==> config.mk <==
export PLATFORM = sky130hd
export DESIGN_NAME = rst_sequencer_flat
export DESIGN_NICKNAME = d
export VERILOG_FILES = /design/src/rtl/rst_sequencer_if.sv /design/src/rtl/rst_sequencer.sv /design/src/flat_wrapper.sv
export SDC_FILE = /design/constraint.sdc
export NUM_CORES = 1
export LEC_CHECK = 0
export ABC_AREA = 0
export CAP_MARGIN = 20
export CORE_ASPECT_RATIO = 0.5
export CORE_MARGIN = 3
export CORE_UTILIZATION = 64
export CTS_BUF_LIST = sky130_fd_sc_hd__clkbuf_8
export DETAILED_ROUTE_END_ITERATION = 6
export GPL_TIMING_DRIVEN = 0
export PLACE_DENSITY_LB_ADDON = 0.08
export SLEW_MARGIN = 40
export SYNTH_ARGS = -nofsm -noshare
export SYNTH_HDL_FRONTEND = slang
export SYNTH_SLANG_ARGS = --single-unit
==> constraint.sdc <==
create_clock -name clk -period 2.3 [get_ports clk]
set_input_delay 0.575 -clock clk [delete_from_list [all_inputs] [get_ports clk]]
set_output_delay 0.575 -clock clk [all_outputs]
set_load 0.02 [all_outputs]
==> src/rtl/rst_sequencer_if.sv <==
// rst_sequencer_if: lock/button inputs and reset/status outputs of the reset sequencer
// Signals: mmcm_locked, btn_rst (to sequencer); rst_out_n, state_out[1:0], lock_lost (from sequencer)
interface rst_sequencer_if;
  logic       mmcm_locked;
  logic       btn_rst;
  logic       rst_out_n;
  logic [1:0] state_out;
  logic       lock_lost;
  modport master (output mmcm_locked, output btn_rst, input rst_out_n, input state_out, input lock_lost);
  modport slave (input mmcm_locked, input btn_rst, output rst_out_n, output state_out, output lock_lost);
endinterface

==> src/rtl/rst_sequencer.sv <==
// rst_sequencer: MMCM-lock and debounced push-button driven reset sequencer
// Ports: clk (10 MHz), reset_n (async, active-low), bus.slave: mmcm_locked, btn_rst in;
//        rst_out_n (high only in RUN), state_out (0 WAIT_LOCK, 1 HOLD, 2 RUN), lock_lost (sticky) out
module rst_sequencer #(
  parameter int C_HOLD_CYCLES     = 16,
  parameter int C_DEBOUNCE_CYCLES = 100_000
) (
  input logic            clk,
  input logic            reset_n,
  rst_sequencer_if.slave bus
);
  typedef enum logic [1:0] {S_WAIT = 2'd0, S_HOLD = 2'd1, S_RUN = 2'd2} state_t;
  localparam logic [23:0] C_HMAX = 24'(C_HOLD_CYCLES - 1);
  localparam logic [23:0] C_DMAX = 24'(C_DEBOUNCE_CYCLES - 1);
  logic [1:0]  r_lock_sync;
  logic [1:0]  r_btn_sync;
  logic [23:0] r_db_cnt;
  logic        r_btn_db;
  logic [23:0] r_hold_cnt;
  logic [23:0] w_hold_nxt;
  state_t      r_state;
  state_t      w_next;
  logic        r_rst_out_n;
  logic        r_lock_lost;
  logic        w_locked_s;
  logic        w_btn_s;
  assign w_locked_s = r_lock_sync[1];
  assign w_btn_s    = r_btn_sync[1];
  always_ff @(posedge clk or negedge reset_n) begin
    if (!reset_n) begin
      r_lock_sync <= '0;
      r_btn_sync  <= '0;
      r_db_cnt    <= '0;
      r_btn_db    <= 1'b0;
    end else begin
      r_lock_sync <= {r_lock_sync[0], bus.mmcm_locked};
      r_btn_sync  <= {r_btn_sync[0], bus.btn_rst};
      if (w_btn_s == r_btn_db) r_db_cnt <= '0;
      else if (r_db_cnt == C_DMAX) begin
        r_btn_db <= w_btn_s;
        r_db_cnt <= '0;
      end else r_db_cnt <= r_db_cnt + 24'd1;
    end
  end
  always_comb begin
    w_next     = r_state;
    w_hold_nxt = r_hold_cnt;
    case (r_state)
      S_WAIT: if (w_locked_s) begin
        w_next     = S_HOLD;
        w_hold_nxt = '0;
      end
      S_HOLD: if (r_btn_db) w_hold_nxt = '0;
        else if (r_hold_cnt == C_HMAX) begin
          w_next     = S_RUN;
          w_hold_nxt = '0;
        end else w_hold_nxt = r_hold_cnt + 24'd1;
      S_RUN: if (r_btn_db) begin
        w_next     = S_HOLD;
        w_hold_nxt = '0;
      end
      default: w_next = S_WAIT;
    endcase
    // Lock loss overrides any button-driven transition on the same cycle.
    if (!w_locked_s) begin
      w_next     = S_WAIT;
      w_hold_nxt = '0;
    end
  end
  always_ff @(posedge clk or negedge reset_n) begin
    if (!reset_n) begin
      r_state     <= S_WAIT;
      r_hold_cnt  <= '0;
      r_rst_out_n <= 1'b0;
      r_lock_lost <= 1'b0;
    end else begin
      r_state     <= w_next;
      r_hold_cnt  <= w_hold_nxt;
      r_rst_out_n <= w_next == S_RUN;
      r_lock_lost <= r_lock_lost | (w_next == S_WAIT && r_state != S_WAIT);
    end
  end
  assign bus.rst_out_n = r_rst_out_n;
  assign bus.state_out = r_state;
  assign bus.lock_lost = r_lock_lost;
endmodule

==> src/flat_wrapper.sv <==
// flat-port wrapper written by rule: the top's interface ports become plain ports
module rst_sequencer_flat 
#(
  parameter int C_HOLD_CYCLES     = 16,
  parameter int C_DEBOUNCE_CYCLES = 100_000
)
  (clk, reset_n, bus_mmcm_locked, bus_btn_rst, bus_rst_out_n, bus_state_out, bus_lock_lost);
  rst_sequencer_if bus_i ();
  input logic clk;
  input logic reset_n;
  input wire logic [$bits(bus_i.mmcm_locked)-1:0] bus_mmcm_locked;
  input wire logic [$bits(bus_i.btn_rst)-1:0] bus_btn_rst;
  output wire logic [$bits(bus_i.rst_out_n)-1:0] bus_rst_out_n;
  output wire logic [$bits(bus_i.state_out)-1:0] bus_state_out;
  output wire logic [$bits(bus_i.lock_lost)-1:0] bus_lock_lost;
  assign bus_i.mmcm_locked = bus_mmcm_locked;
  assign bus_i.btn_rst = bus_btn_rst;
  assign bus_rst_out_n = bus_i.rst_out_n;
  assign bus_state_out = bus_i.state_out;
  assign bus_lock_lost = bus_i.lock_lost;
  rst_sequencer #(.C_HOLD_CYCLES(C_HOLD_CYCLES), .C_DEBOUNCE_CYCLES(C_DEBOUNCE_CYCLES)) u_core (.clk(clk), .reset_n(reset_n), .bus(bus_i));
endmodule
==> results.cfg <==
[route]
m1WireLength_um = 2750
ant_nets = 0
post_drt_via_cell_ratio = 6.20
dr.first_iter.drc_count = 144
route.met3.wl_um = 346
routed_wl_um = 6250
drt_first_pass_iters = 4
top_layer = met4
drc = 0
dr_wl_met2_um = 3080
wl_per_cell_um = 16.3
vias = 2374

[synthesis]
synth_seq_cells = 57
synth_flop_cell = dfrtp_1
syn_inst = 301
synth_top_area_frac = 0.497
avgSynthCellArea_um2 = 9.53
synthTopCellsByCount = dfrtp_1 (57), nor2_1 (38), nand2_1 (26), nand3_1 (23)
synthTopCellsByArea = dfrtp_1 (50%), nor2_1 (5.0%), xnor2_1 (4.9%)
ys_types = 47
ys_warn_count = 0
synthesis.area_mm2 = 0.00287
synth_edf_count = 0
synth_nets = 307
yosysMostFrequentCell = dfrtp_1
synth_seq_area_share = 0.497
yosysTopAreaCell = dfrtp_1
ys_async_sr_fraction = 1.00

[setup_path]
critPathTopFamily = simple AND/OR/NAND/NOR gates
slowest_delay_ns = 0.45
crit_fanout = 7
crit_arrival_ns = 2.43
r2r_start = u_core.r_hold_cnt[0]$_DFFE_PN0P_
startpoint = u_core.r_hold_cnt[0]$_DFFE_PN0P_
critPathKind = reg2reg
worstSetupEndpointType = flop
start_kind = flop
cp_num_buf_inv = 2
cp_common_cell = a31oi_1
crit_chain = ha_1 > nand3_2 > nand4b_1 > nor2_2 > nor4b_4 > buf_4 > buf_12 > a31oi_1 > a31oi_1
crit_slowest_cell = dfrtp_1
crit_required_ns = 2.50

[clock_network]
htreeDepth = 3
cts.sinks = 57
cts_tree = built
clock_path_buffers = 2
path_clk_slew_ns = 0.07
clock_latency_ns = 0.34
cts_buffers = 9
cts-root-buf = clkbuf_8

[floorplan]
coreArea_mm2 = 0.00410
ios = 8
die_w_um = 101
dieArea_mm2 = 0.00537
start_util = 0.699
rows = 16
fp.dieH_um = 53.3

[power]
cellPowerDensity_mw_per_mm2 = 644
p_total_uw = 2120
ir_drop_mv = 0.474
p_leak_uw = 0.00140

[layout]
areaGrowthSynthToFinish_pct = 14.8
nNetsFinal = 330
drive_gt1_frac = 0.125
fill_cells = 256
fin_area_mm2 = 0.00329
multi_input_area_mm2 = 0.00135
final-seq-area_mm2 = 0.00143
antennaDiodeCount = 0

[sta]
hold_violations = 0
tightestPinTransition_ns = 0.635
slew_headroom = 0.573
fin_tns_setup_ns = 0
setup_viol = 0
max_freq_ghz = 0.447
layout_min_cycle_time_ns = 2.24
finClkSkew_ns = 0.00764
maxSlewViolCount = 0
timing.final.crit_share = 0.972
timing.hold.ws_ns = 0.0828

[hold_path]
min_path_type = in2async

[place]
routabilityCongestion = 0.815
placed_cell_area_mm2 = 0.00302
io_buffers = 7
post-dp-hpwl_um = 4000

[global_routing]
grt_antenna_before_repair = 0
grt_overflow = 0
grt_pass1_vias = 2238
grt_max_degree = 45
grt_usage = 0.253
grt_first_pass_wirelength_um = 10300

[flow_run]
cap_violations = 0

[run_status]
run_status = finished clean
## worst paths after layout
kind | end | slack (ns) | cells past startpoint
max in group asynchronous | u_core.r_db_cnt[6]$_DFF_PN0_ | 1.74 | 2
hold / removal | u_core.r_hold_cnt[9]$_DFFE_PN0P_ | 0.08 | 1
setup reg to reg | u_core.r_hold_cnt[18]$_DFFE_PN0P_ | 0.06 | 9
hold reg to reg | u_core.r_lock_sync[1]$_DFF_PN0_ | 0.35 | 0
min in group clk | u_core.r_lock_sync[1]$_DFF_PN0_ | 0.35 | 0
setup / recovery | u_core.r_hold_cnt[18]$_DFFE_PN0P_ | 0.06 | 9
## cells by family (layout without fill, tap and decap cells)
group	after synthesis	after routing	share of synthesized area
AO/OA/AOI/OAI	53	53	0.111
buffers and inverters	20	48	0.0388
adder cells (fa/ha/maj)	3	3	0.0122
flip-flops	57	57	0.497
AND/OR/NAND/NOR	141	141	0.257
XOR/XNOR	26	26	0.0794
multiplexers	1	1	0.00392
## where the power goes
part           total, uW  internal (uW)  leakage, uW  switching, uW
registers           1020           1010     0.000776           10.5
clock network        998            599     0.000110            399
logic               98.3           40.2     0.000511           58.1
## layout by cell type, fill, tap and decap left out, types with 2 or more instances in the layout
cell | synthesis | routed
bufinv_16 | 0 | 2
nand3_1 | 23 | 23
dfrtp_1 | 57 | 57
xor2_1 | 10 | 10
a21oi_1 | 9 | 9
buf_2 | 2 | 2
and3_1 | 11 | 11
nand2b_1 | 2 | 2
nand4_1 | 6 | 6
nor2_1 | 38 | 38
nand2_1 | 26 | 26
buf_12 | 0 | 2
clkbuf_8 | 0 | 9
and2_1 | 2 | 2
buf_6 | 4 | 4
clkdlybuf4s50_1 | 0 | 6
inv_2 | 2 | 2
buf_4 | 1 | 5
o21ai_1 | 16 | 16
nor4_2 | 1 | 2
clkinv_2 | 0 | 3
nand3_2 | 2 | 2
nor3_1 | 7 | 7
xnor2_1 | 16 | 16
a31oi_1 | 7 | 7
ha_1 | 2 | 2
o21ai_0 | 9 | 9
o31ai_1 | 2 | 2
a22o_1 | 2 | 2
inv_1 | 10 | 11
o22ai_1 | 2 | 2
nor4_1 | 10 | 9
nand4b_1 | 2 | 2
nor2b_1 | 2 | 2
## state kept, by name (all words and copies together), names as in the netlist
signal	flops
u_core.r_db_cnt	24
u_core.r_hold_cnt	24
u_core.bus.state_out	2
u_core.r_btn_sync	2
u_core.r_lock_sync	2
u_core.bus.lock_lost	1
u_core.bus.rst_out_n	1
u_core.r_btn_db	1
## per-stage QoR
stage	utilization	instances	setup WS [ns]
floorplan	-	301	0.462
global placement	0.733	362	-1.00
detailed placement	0.737	363	0.0807
CTS	0.788	379	0.0333
global route	0.803	383	-0.0146
finish	0.803	383	0.0647
## final cells by class
cell class,count,area share
timing repair buffer,12,0.0395
clock inverter,7,0.0262
sequential,57,0.433
buffer,8,0.0201
inverter,12,0.0137
clock buffer,9,0.0376
tap,54,0.0205
multi-input combinational,224,0.409
## what timing repair did
item | in CTS | in global routing
hold endpoints to repair | 0 | 0
hold buffers | 0 | 0
gates resized for setup | 0 | 2
buffers inserted | 0 | 4
endpoints found under the setup margin | 0 | 13
## layer usage
layer	vias to the layer above	global-route usage
met3	11	0.0882
met2	70	0.428
met5	-	0
met4	0	0.0761
met1	1175	0.308
li1	1118	-
No activity file was read; power rests on OpenSTA's default activity.
